===== config.mk =====
export PLATFORM = sky130hd
export DESIGN_NAME = alu_regfile_seq_flat
export DESIGN_NICKNAME = d
export VERILOG_FILES = /design/src/rtl/alu_regfile_seq_if.sv /design/src/rtl/alu_regfile_seq.sv /design/src/flat_wrapper.sv
export SDC_FILE = /design/constraint.sdc
export NUM_CORES = 1
export LEC_CHECK = 0
export ABC_AREA = 1
export CORE_AREA = 5 5 101 150
export DETAILED_ROUTE_END_ITERATION = 10
export DIE_AREA = 0 0 106 155
export PLACE_DENSITY = 0.85
export SYNTH_ARGS = -nofsm -noshare
export SYNTH_HDL_FRONTEND = slang
export SYNTH_SLANG_ARGS = --single-unit

===== constraint.sdc =====
create_clock -name clk -period 5.75 [get_ports clk]
set_input_delay 1.15 -clock clk [delete_from_list [all_inputs] [get_ports clk]]
set_output_delay 1.15 -clock clk [all_outputs]
set_load 0.02 [all_outputs]

===== src/rtl/alu_regfile_seq_if.sv =====
// Register-access bus and result/status outputs of alu_regfile_seq.
//   enable  : register access request, sampled on each rising clock edge
//   rd_wr   : 1 = read, 0 = write
//   addr    : register address
//   wr_data : write data
//   rd_data : registered read data (one edge after the sampled read)
//   res_out : registered ALU result, 2*DATA_WIDTH bits
//   busy    : operation in progress
//   done    : sticky completion flag (STATUS[1])
// master drives the requests; slave is the register file / ALU.
interface alu_regfile_seq_if #(
  parameter int unsigned DATA_WIDTH = 8,
  parameter int unsigned ADDR_WIDTH = 3
);
  logic                    enable;
  logic                    rd_wr;
  logic [ADDR_WIDTH-1:0]   addr;
  logic [DATA_WIDTH-1:0]   wr_data;
  logic [DATA_WIDTH-1:0]   rd_data;
  logic [2*DATA_WIDTH-1:0] res_out;
  logic                    busy;
  logic                    done;

  modport master (
    output enable, rd_wr, addr, wr_data,
    input  rd_data, res_out, busy, done
  );

  modport slave (
    input  enable, rd_wr, addr, wr_data,
    output rd_data, res_out, busy, done
  );
endinterface


===== src/rtl/alu_regfile_seq.sv =====
// Register-mapped ALU with a multi-cycle restoring divider.
//   clk : single clock, all state updates on the rising edge
//   rst : synchronous, active-high reset
//   bus : alu_regfile_seq_if slave port (register access, result and status)
// Register map: 0 A, 1 B, 2 OPER, 3 CTRL (write bit0 = EXECUTE), 4 STATUS,
// 5 RES_LO, 6 RES_HI, others unmapped (read 0, writes ignored).
// STATUS: [0] busy, [1] done, [2] div_by_zero, [3] invalid_op, [4] overrun.
module alu_regfile_seq #(
  parameter int unsigned DATA_WIDTH = 8,
  parameter int unsigned ADDR_WIDTH = 3
) (
  input logic                clk,
  input logic                rst,
  alu_regfile_seq_if.slave   bus
);

  localparam int unsigned DW   = DATA_WIDTH;
  localparam int unsigned RW   = 2 * DATA_WIDTH;
  localparam int unsigned CntW = (DW > 1) ? $clog2(DW) : 1;

  localparam logic [ADDR_WIDTH-1:0] AddrA      = ADDR_WIDTH'(0);
  localparam logic [ADDR_WIDTH-1:0] AddrB      = ADDR_WIDTH'(1);
  localparam logic [ADDR_WIDTH-1:0] AddrOper   = ADDR_WIDTH'(2);
  localparam logic [ADDR_WIDTH-1:0] AddrCtrl   = ADDR_WIDTH'(3);
  localparam logic [ADDR_WIDTH-1:0] AddrStatus = ADDR_WIDTH'(4);
  localparam logic [ADDR_WIDTH-1:0] AddrResLo  = ADDR_WIDTH'(5);
  localparam logic [ADDR_WIDTH-1:0] AddrResHi  = ADDR_WIDTH'(6);

  localparam logic [1:0] StIdle = 2'd0;
  localparam logic [1:0] StCalc = 2'd1;
  localparam logic [1:0] StDiv  = 2'd2;

  localparam logic [3:0] OpDiv = 4'd4;

  // Programmer-visible registers
  logic [DW-1:0]   a_q, a_d;
  logic [DW-1:0]   b_q, b_d;
  logic [DW-1:0]   oper_q, oper_d;
  logic [DW-1:0]   rd_data_q, rd_data_d;
  logic [RW-1:0]   res_q, res_d;
  logic            done_q, done_d;
  logic            dbz_q, dbz_d;
  logic            inv_q, inv_d;
  logic            ovr_q, ovr_d;

  // Operation snapshot and divider state
  logic [1:0]      state_q, state_d;
  logic [DW-1:0]   op_a_q, op_a_d;
  logic [DW-1:0]   op_b_q, op_b_d;
  logic [3:0]      op_code_q, op_code_d;
  logic [DW-1:0]   rem_q, rem_d;
  logic [DW-1:0]   quo_q, quo_d;
  logic [CntW-1:0] cnt_q, cnt_d;

  logic            acc_wr, acc_rd;
  logic            exec_req, start, busy;
  logic [DW-1:0]   status_w;
  logic [DW-1:0]   rd_mux;
  logic [RW-1:0]   alu_res;
  logic [RW-1:0]   a_ext, b_ext;
  logic [DW:0]     rem_shift, rem_diff;
  logic            q_bit;
  logic [DW-1:0]   rem_next, quo_next;

  assign acc_wr   = bus.enable & ~bus.rd_wr;
  assign acc_rd   = bus.enable & bus.rd_wr;
  assign exec_req = acc_wr && (bus.addr == AddrCtrl) && bus.wr_data[0];
  assign busy     = (state_q != StIdle);
  assign start    = exec_req && !busy;

  // Narrow DATA_WIDTH truncates the upper flags; wide ones zero-extend.
  assign status_w = DW'({ovr_q, inv_q, dbz_q, done_q, busy});

  always_comb begin
    rd_mux = '0;
    unique case (bus.addr)
      AddrA:      rd_mux = a_q;
      AddrB:      rd_mux = b_q;
      AddrOper:   rd_mux = oper_q;
      AddrStatus: rd_mux = status_w;
      AddrResLo:  rd_mux = res_q[DW-1:0];
      AddrResHi:  rd_mux = res_q[RW-1:DW];
      default:    rd_mux = '0;
    endcase
  end

  // Single-cycle ALU on the snapshot, zero-extended to the result width
  assign a_ext = {{DW{1'b0}}, op_a_q};
  assign b_ext = {{DW{1'b0}}, op_b_q};

  always_comb begin
    alu_res = '0;
    case (op_code_q)
      4'd1:    alu_res = a_ext + b_ext;
      4'd2:    alu_res = a_ext - b_ext;
      4'd3:    alu_res = a_ext * b_ext;
      4'd5:    alu_res = a_ext & b_ext;
      4'd6:    alu_res = a_ext | b_ext;
      4'd7:    alu_res = a_ext ^ b_ext;
      default: alu_res = '0;
    endcase
  end

  // One restoring-division step: shift the next dividend bit into the
  // remainder and subtract the divisor when it fits.
  assign rem_shift = {rem_q, quo_q[DW-1]};
  assign rem_diff  = rem_shift - {1'b0, op_b_q};
  assign q_bit     = (rem_shift >= {1'b0, op_b_q});
  assign rem_next  = q_bit ? rem_diff[DW-1:0] : rem_shift[DW-1:0];
  assign quo_next  = {quo_q[DW-2:0], q_bit};

  always_comb begin
    a_d       = a_q;
    b_d       = b_q;
    oper_d    = oper_q;
    rd_data_d = rd_data_q;
    res_d     = res_q;
    done_d    = done_q;
    dbz_d     = dbz_q;
    inv_d     = inv_q;
    ovr_d     = ovr_q;
    state_d   = state_q;
    op_a_d    = op_a_q;
    op_b_d    = op_b_q;
    op_code_d = op_code_q;
    rem_d     = rem_q;
    quo_d     = quo_q;
    cnt_d     = cnt_q;

    // Register access path
    if (acc_wr) begin
      unique case (bus.addr)
        AddrA:    a_d    = bus.wr_data;
        AddrB:    b_d    = bus.wr_data;
        AddrOper: oper_d = bus.wr_data;
        default:  ;
      endcase
    end
    if (acc_rd) begin
      rd_data_d = rd_mux;
      // Cleared here so that a completion at the same edge (below) wins.
      if (bus.addr == AddrStatus) done_d = 1'b0;
    end
    if (exec_req && busy) ovr_d = 1'b1;

    // Operation sequencing
    unique case (state_q)
      StIdle: begin
        if (start) begin
          op_a_d    = a_q;
          op_b_d    = b_q;
          op_code_d = oper_q[3:0];
          done_d    = 1'b0;
          dbz_d     = 1'b0;
          inv_d     = 1'b0;
          ovr_d     = 1'b0;
          if ((oper_q[3:0] == OpDiv) && (b_q != '0)) begin
            state_d = StDiv;
            rem_d   = '0;
            quo_d   = a_q;
            cnt_d   = '0;
          end else begin
            state_d = StCalc;
          end
        end
      end
      StCalc: begin
        state_d = StIdle;
        done_d  = 1'b1;
        if (op_code_q == OpDiv) begin
          // Only a zero divisor reaches this state with the divide opcode
          res_d = {op_a_q, {DW{1'b1}}};
          dbz_d = 1'b1;
        end else if (op_code_q[3]) begin
          inv_d = 1'b1;
        end else begin
          res_d = alu_res;
        end
      end
      StDiv: begin
        rem_d = rem_next;
        quo_d = quo_next;
        cnt_d = cnt_q + 1'b1;
        if (cnt_q == CntW'(DW - 1)) begin
          state_d = StIdle;
          res_d   = {rem_next, quo_next};
          done_d  = 1'b1;
        end
      end
      default: state_d = StIdle;
    endcase
  end

  always_ff @(posedge clk) begin
    if (rst) begin
      a_q       <= '1;
      b_q       <= '1;
      oper_q    <= '1;
      rd_data_q <= '0;
      res_q     <= '0;
      done_q    <= 1'b0;
      dbz_q     <= 1'b0;
      inv_q     <= 1'b0;
      ovr_q     <= 1'b0;
      state_q   <= StIdle;
      op_a_q    <= '0;
      op_b_q    <= '0;
      op_code_q <= '0;
      rem_q     <= '0;
      quo_q     <= '0;
      cnt_q     <= '0;
    end else begin
      a_q       <= a_d;
      b_q       <= b_d;
      oper_q    <= oper_d;
      rd_data_q <= rd_data_d;
      res_q     <= res_d;
      done_q    <= done_d;
      dbz_q     <= dbz_d;
      inv_q     <= inv_d;
      ovr_q     <= ovr_d;
      state_q   <= state_d;
      op_a_q    <= op_a_d;
      op_b_q    <= op_b_d;
      op_code_q <= op_code_d;
      rem_q     <= rem_d;
      quo_q     <= quo_d;
      cnt_q     <= cnt_d;
    end
  end

  assign bus.rd_data = rd_data_q;
  assign bus.res_out = res_q;
  assign bus.busy    = busy;
  assign bus.done    = done_q;

endmodule


===== src/flat_wrapper.sv =====
// flat-port wrapper written by rule: the top's interface ports become plain ports
module alu_regfile_seq_flat 
#(
  parameter int unsigned DATA_WIDTH = 8,
  parameter int unsigned ADDR_WIDTH = 3
)
  (clk, rst, bus_enable, bus_rd_wr, bus_addr, bus_wr_data, bus_rd_data, bus_res_out, bus_busy, bus_done);
  alu_regfile_seq_if #(.DATA_WIDTH(DATA_WIDTH), .ADDR_WIDTH(ADDR_WIDTH)) bus_i ();
  input logic clk;
  input logic rst;
  input wire logic [$bits(bus_i.enable)-1:0] bus_enable;
  input wire logic [$bits(bus_i.rd_wr)-1:0] bus_rd_wr;
  input wire logic [$bits(bus_i.addr)-1:0] bus_addr;
  input wire logic [$bits(bus_i.wr_data)-1:0] bus_wr_data;
  output wire logic [$bits(bus_i.rd_data)-1:0] bus_rd_data;
  output wire logic [$bits(bus_i.res_out)-1:0] bus_res_out;
  output wire logic [$bits(bus_i.busy)-1:0] bus_busy;
  output wire logic [$bits(bus_i.done)-1:0] bus_done;
  assign bus_i.enable = bus_enable;
  assign bus_i.rd_wr = bus_rd_wr;
  assign bus_i.addr = bus_addr;
  assign bus_i.wr_data = bus_wr_data;
  assign bus_rd_data = bus_i.rd_data;
  assign bus_res_out = bus_i.res_out;
  assign bus_busy = bus_i.busy;
  assign bus_done = bus_i.done;
  alu_regfile_seq #(.DATA_WIDTH(DATA_WIDTH), .ADDR_WIDTH(ADDR_WIDTH)) u_core (.clk(clk), .rst(rst), .bus(bus_i));
endmodule

==> results of run 1 <==
layer usage:
metal  routed length, um  vias to the layer above  GRT usage (%)
met5                   0                        -              0
li1                    -                     3861              -
met1                8820                     3690           33.1
met3                1710                      158           5.52
met2               11500                      409           50.2
met4                2240                        0           23.5
registers in the layout, summed over array words and instances, names as in the netlist, named ones only:
signal	flops
u_core.inv_q	1
u_core.b_q	8
u_core.op_a_q	8
u_core.bus.rd_data	8
u_core.bus.res_out	16
u_core.quo_q	8
u_core.a_q	8
u_core.op_code_q	4
u_core.dbz_q	1
u_core.bus.done	1
u_core.op_b_q	8
u_core.rem_q	8
u_core.cnt_q	3
u_core.oper_q	8
u_core.state_q	2
critical path: stages, from the launching register on:
cell     delay (ps)
dfxtp_1         750
nand2_1         160
fa_1            520
fa_1            540
inv_1            50
fa_1            540
inv_1            60
fa_1            530
inv_1            40
ha_1            350
nand2_1         130
nor2_1          160
nand2_1          90
nand2_1          70
nand2_1          50
nand3_1          90
nand4_1         100
nand2_1         100
nand3_1          90
nand2_1          80
inv_1            40
cells in the mapped netlist:
cell | number | area share [%]
clkinv_1 | 3 | 0.14
nand3_2 | 2 | 0.25
dfxtp_1 | 93 | 23
a21oi_2 | 3 | 0.33
a21oi_1 | 87 | 5.4
buf_1 | 4 | 0.19
nor2_4 | 2 | 0.28
buf_2 | 5 | 0.31
o21ai_1 | 15 | 0.93
xnor2_1 | 3 | 0.33
buf_6 | 2 | 0.28
a22oi_1 | 1 | 0.093
o22ai_1 | 14 | 1.1
buf_4 | 1 | 0.093
o21ai_4 | 1 | 0.20
nand3b_1 | 12 | 1.1
a21o_1 | 1 | 0.093
nor2_1 | 53 | 2.5
nor2_2 | 3 | 0.23
ha_1 | 74 | 12
o221ai_1 | 1 | 0.11
inv_2 | 7 | 0.33
a31oi_1 | 5 | 0.39
o21ai_0 | 61 | 3.8
a22o_1 | 1 | 0.11
o31ai_1 | 6 | 0.56
nand4_1 | 17 | 1.3
nand2_2 | 2 | 0.16
fa_1 | 39 | 9.7
o21bai_1 | 3 | 0.28
o311ai_0 | 1 | 0.11
o211ai_1 | 22 | 2.1
o2111ai_1 | 1 | 0.11
nand3_1 | 88 | 5.5
clkbuf_1 | 32 | 1.5
nand2_1 | 291 | 14
inv_1 | 236 | 11
xor2_1 | 3 | 0.33
or2_2 | 2 | 0.16
nor3_2 | 1 | 0.12
nor3_1 | 4 | 0.25
layout make-up:
class                      instances  area (um^2)  area share (%)
sequential                        93         1860            21.1
multi-input combinational        819         5060            57.4
clock inverter                     6         91.3            1.04
timing repair buffer              45          438            4.96
clock buffer                      10          239            2.71
inverter                         246          923            10.5
tap                              165          206            2.34
power by group:
group	total, mW	leakage (nW)	internal, mW	switching, mW
Combinational	0.119	3.78	0.0420	0.0774
Sequential	0.666	0.752	0.654	0.0118
Clock	0.661	0.163	0.396	0.265
Total	1.45	4.70	1.09	0.354
logic make-up (layout without fill, tap and decap cells):
logic type	Yosys count	in the layout
AO/OA/AOI/OAI	223	223
XOR/XNOR	6	6
adder cells (fa/ha/maj)	113	113
buffers and inverters	290	307
flip-flops	93	93
AND/OR/NAND/NOR	477	477
stage by stage:
stage | hold slack (ps) | cells | total power [mW] | utilization [%]
3_5_place_dp | 456 | 1368 | 0.796 | 61.6
6_report | 467 | 1384 | 1.45 | 64.0
3_3_place_gp | 454 | 1368 | 0.795 | 61.6
2_1_floorplan | 429 | 1202 | 0.750 | -
5_1_grt | 503 | 1384 | 1.49 | 64.0
4_1_cts | 466 | 1384 | 1.45 | 64.0
how the worst min path moves through the flow:
stage | startpoint | to | slack [ps] | depth (start not counted)
4_1_cts | u_core.inv_q | u_core.inv_q | 470 | 2
6_report | u_core.inv_q | u_core.inv_q | 470 | 2
5_1_grt | u_core.bus.rd_data[0] | u_core.bus.rd_data[0] | 500 | 2
3_5_place_dp | u_core.inv_q | u_core.inv_q | 460 | 2
3_3_place_gp | u_core.inv_q | u_core.inv_q | 450 | 2
2_1_floorplan | u_core.oper_q[5] | u_core.oper_q[5] | 430 | 2
==> reports/qor.csv, run 1 <==
stage,metric,value,unit
global_routing,pin count of the biggest net entering global routing,74,
global_routing,grt ovf,0,
final_layout,Layout fillers,1260,
final_layout,layout cell share with drive strength beyond 1,3.61,%
synthesis,Synth Area in Compound Gates,15.7,%
power_and_ir_drop,Peak VDD IR,0.268,mV
setup_path,critical path data required time,6000,ps
setup_path,Critical Path End,u_core.bus.res_out[8],
setup_path,Crit path arrival time,4900,ps
global_routing,All-Layer GR Usage,29.9,%
final_layout,Area growth syn-to-layout,9.76,%
sta,Final Critical Period,4650,ps
power_and_ir_drop,Static Leak,4.70,nW
sta,Least-Margin Pin Slew,903,ps
floorplanning,FP Rows,53,
floorplanning,IO Pins,41,
sta,setup ws final,1100,ps
sta,max_slew headroom,39.6,%
synthesis,mux contribution to synthesized area,0,%
synthesis,count of cell types in the netlist,41,
route,Via density,5.87,
clocking,number of clock sinks,93,
route,1st-pass router iterations,6,
placed_design,gpl congestion,0.974,
clocking,CTS H-tree lvls,3,
power_and_ir_drop,Pwr per Cell Area,164,mW/mm^2
final_layout,final net count,1342,
clocking,Clk Tree Root Cell,clkbuf_16,
sta,RSZ-0062 raised after global routing,no,
sta,Highest Clock Rate,215,MHz
final_layout,"commonest non-fill, non-tap cell in the layout",nand2_1,
route,Routed Antenna Nets,0,
sta,Fin Setup TNS,0,ps
sta,final setup violation count,0,
worst_hold_path,worst min path class,flop to flop,
setup_path,FF-to-FF setup slack,1100,ps
placed_design,DP Area,0.00849,mm^2
floorplanning,die width,106,um
job,maxcap violations,0,
run_status,outcome,"complete, no violations",
floorplanning,die area,0.0164,mm^2
sta,Final Slew Violations,0,
placed_design,dpl ws,1190,ps
synthesis,post-synthesis xor/xnor area fraction,0.654,%
final_layout,fin area,0.00882,mm^2
sta,Clock Skews,10.5,ps
clocking,clock buffer depth,2,
global_routing,global-route wire length before repair,39.2,mm
clocking,clock transition at the registers of the reported paths,70,ps
final_layout,most frequent cells in the layout,"291 x nand2_1, 236 x inv_1, 93 x dfxtp_1",
setup_path,Setup crit start kind,flop,
clocking,post-CTS setup buffers,0,
route,DR WL/cell,17.5,um
clocking,CTS-repair resized insts,0,
synthesis,Synth Area per Inst,6.69,um^2
placed_design,I/O Buffers,40,
setup_path,Setup CP Type,flop to flop,
global_routing,vias in the first global route,7972,
synthesis,Yosys Warn Count,0,
setup_path,r2r startpoint,u_core.op_a_q[1],
synthesis,syn nets,1330,
synthesis,main combinational cell family by area after synthesis,simple AND/OR/NAND/NOR gates,
placed_design,DP Wirelength,18.7,mm
setup_path,CP startpoint,u_core.op_a_q[1],
clocking,hold buffer count at CTS,0,
synthesis,Synth Cell Area,0.00804,mm^2
synthesis,Synth Area in Simple Gates,25.4,%
synthesis,"Seq/Total Area, Yosys",23.2,%
route,Iter 0 DRT Violations,708,
floorplanning,Initial Utilization,58.3,%
setup_path,reg2reg path depth,20,
global_routing,initial antenna violation count,0,
setup_path,RR Endpoint,u_core.bus.res_out[8],
sta,period utilization,80.9,%
sta,Final Hold Fails,0,
synthesis,synthesized-area fraction occupied by adder cells,21.2,%
clocking,worst skew pair latency,350,ps
clocking,CTS Buf Count,9,
synthesis,Mapped Cells,1202,
route,WL final,24.3,mm
route,via count,8118,
setup_path,endpoint type of the worst setup path,flop,
synthesis,"FF+latch count, synth",93,
route,DRC viols,0,
clocking,TritonCTS clock tree,built,
floorplanning,Die Y,155,um
setup_path,worst-path maximum fanout,13,
final_layout,n_diodes,0,
floorplanning,Core ar.,0.0138,mm^2
Power figures use the tool's default switching activity.
==> run 2, diff against run 1 <==
==> constraint.sdc (replaced) <==
create_clock -name clk -period 4.3 [get_ports clk]
set_input_delay 0.86 -clock clk [delete_from_list [all_inputs] [get_ports clk]]
set_output_delay 0.86 -clock clk [all_outputs]
set_load 0.02 [all_outputs]
==> run 2 against run 1 <==
Net effect:
- clock skew is 3.0 ps lower
- wire length is 2.5% lower
- core utilization is 2.3 points higher
- fmax is 13% higher
- largest power group unchanged
==> reports/qor.csv, run 2 (synthesis results as in run 1) <==
stage,metric,value,unit
run_status,outcome,"complete, no violations",
route,met3 routed WL,1.27,mm
setup_path,reg2reg path depth,20,
setup_path,Crit path arrival time,4410,ps
global_routing,pin count of the biggest net entering global routing,74,
setup_path,Critical Path End,u_core.bus.res_out[9],
power_and_ir_drop,Pwr per Cell Area,206,mW/mm^2
setup_path,RR Endpoint,u_core.bus.res_out[9],
floorplanning,Die Y,155,um
route,met2 WL,11.9,mm
setup_path,Crit-path slowest cell,fa_1,
sta,Clock Skews,7.50,ps
job,maxcap violations,0,
clocking,CTS Buf Count,9,
worst_hold_path,worst min path class,flop to flop,
worst_hold_path,worst hold path depth,2,
setup_path,Setup CP Type,flop to flop,
placed_design,dpl ws,-132,ps
global_routing,vias in the first global route,7836,
sta,setup ws final,186,ps
clocking,number of clock sinks,93,
route,DRC viols,0,
placed_design,gpl congestion,0.987,
sta,Final Critical Period,4110,ps
global_routing,grt ovf,0,
setup_path,Crit. path cell count,20,
route,Iter 0 DRT Violations,607,
sta,Fin Setup TNS,0,ps
setup_path,Setup crit start kind,flop,
setup_path,CP startpoint,u_core.op_b_q[4],
setup_path,FF-to-FF setup slack,190,ps
floorplanning,IO Pins,41,
clocking,clock buffer depth,2,
route,Via density,5.67,
floorplanning,Core ar.,0.0138,mm^2
final_layout,max FFs per register,16,
sta,Highest Clock Rate,243,MHz
route,M1 WL,8.86,mm
final_layout,Area growth syn-to-layout,13.7,%
placed_design,DP Wirelength,18.4,mm
global_routing,global-route wire length before repair,38.2,mm
power_and_ir_drop,Peak VDD IR,0.273,mV
final_layout,final net count,1366,
route,uppermost layer routed,met4,
sta,Final Slew Violations,0,
sta,Least-Margin Pin Slew,929,ps
final_layout,layout cell share with drive strength beyond 1,8.29,%
setup_path,endpoint type of the worst setup path,flop,
setup_path,r2r startpoint,u_core.op_b_q[4],
floorplanning,die area,0.0164,mm^2
final_layout,"commonest non-fill, non-tap cell in the layout",nand2_1,
power_and_ir_drop,Static Leak,4.81,nW
clocking,Clk Tree Root Cell,clkbuf_16,
sta,final setup violation count,0,
setup_path,worst-path maximum fanout,7,
floorplanning,Initial Utilization,58.3,%
sta,max_slew headroom,37.8,%
setup_path,critical path data required time,4600,ps
sta,Final Hold Fails,0,
route,WL final,23.7,mm
floorplanning,FP Rows,53,
route,DR WL/cell,16.8,um
setup_path,"delay-heaviest family, CP",adder cells,
global_routing,All-Layer GR Usage,29.0,%
placed_design,DP Area,0.00867,mm^2
route,Routed Antenna Nets,0,
final_layout,fin area,0.00914,mm^2
setup_path,CP Buf/Inv Count,5,
placed_design,I/O Buffers,40,
setup_path,Critical Path Max Stage Delay,530,ps
final_layout,most frequent cells in the layout,"282 x nand2_1, 235 x inv_1, 87 x a21oi_1",
global_routing,initial antenna violation count,0,
floorplanning,die width,106,um
route,1st-pass router iterations,5,
clocking,worst skew pair latency,350,ps
clocking,CTS H-tree lvls,3,
route,via count,7985,
clocking,clock transition at the registers of the reported paths,70,ps
clocking,TritonCTS clock tree,built,
sta,period utilization,95.7,%
setup_path,"Cell Chain, Critical Path",buf_4 > nand2_1 > inv_1 > fa_1 > fa_1 > ha_1 > inv_1 > fa_1 > inv_1 > ha_1 > nand3_1 > nand2_2 > nand2_1 > nand3b_1 > nand3_1 > o211ai_1 > nand2_1 > nand3_1 > nand2_1 > inv_1,
final_layout,n_diodes,0,
power_and_ir_drop,total power,1.88,mW
==> run 2: changes by cell type in the layout (fill, tap and decap cells not counted), moves of 2 or more <==
cell        before  now
ha_4             0    5
buf_4            5   28
nand2_1        291  282
nand3_2          2    6
nor2_1          53   50
inv_8            0    2
nor2_2           3    6
ha_1            74   69
nand3_1         88   84
clkinvlp_4       0    2
nand2_2          2   11
dfxtp_4          0    7
dfxtp_2          0    5
dfxtp_1         93   81
==> run 2: cell type report <==
| type | count | area (um^2) |
|---|---|---|
| sequential | 93 | 1890 |
| inverter | 246 | 923 |
| clock buffer | 9 | 225 |
| fill | 1197 | 4650 |
| tap | 165 | 206 |
| multi-input combinational | 819 | 5180 |
| timing repair buffer | 69 | 622 |
| clock inverter | 7 | 92.6 |
==> run 2: through the flow <==
stage,std cells,hold WS (ps),util (%)
final,1408,463,66.3
after detailed placement,1391,455,62.8
after CTS,1407,463,65.2
after global routing,1408,492,66.3
after floorplan,1202,429,-
after global placement,1391,453,62.8
==> run 2: worst min-delay path: stages, from the launching register on <==
cell and delay (ps):
dfxtp_1 300, inv_1 60, a21oi_1 60
==> run 2: power by group <==
part | switching [mW] | internal, mW | leakage [nW]
registers | 0.0127 | 0.871 | 0.760
logic | 0.105 | 0.0588 | 3.90
clock network | 0.368 | 0.466 | 0.149
total | 0.486 | 1.40 | 4.81
==> run 2: timing repair <==
action,4_1_cts,5_1_grt
endpoints found under the setup margin,9,9
gates cloned,0,0
gates resized for setup,3,44
setup buffers,0,1
hold buffers,0,0
pin swaps,0,9
==> run 2: per-layer routing <==
metal	track usage (%)	vias up
li1	-	3895
met1	32.7	3633
met2	51.7	352
met3	3.53	105
met4	18.0	0
met5	0	-
==> run 2: worst min-delay path by stage <==
stage	start	endpoint	slack (ps)
detailed placement	u_core.oper_q[4]	u_core.oper_q[4]	450
finish	u_core.inv_q	u_core.inv_q	460
floorplan	u_core.oper_q[5]	u_core.oper_q[5]	430
CTS	u_core.inv_q	u_core.inv_q	460
global route	u_core.bus.rd_data[3]	u_core.bus.rd_data[3]	490
global placement	u_core.oper_q[4]	u_core.oper_q[4]	450
==> run 3, diff against run 2 <==
--- a/config.mk
+++ b/config.mk
@@ -9,6 +9,7 @@
 export CORE_AREA = 5 5 101 150
 export DETAILED_ROUTE_END_ITERATION = 10
 export DIE_AREA = 0 0 106 155
+export HOLD_SLACK_MARGIN = 0.05
 export PLACE_DENSITY = 0.85
 export SYNTH_ARGS = -nofsm -noshare
 export SYNTH_HDL_FRONTEND = slang
==> results of run 3 <==
The final DEF is identical to that of run 2; final timing and power are the same.
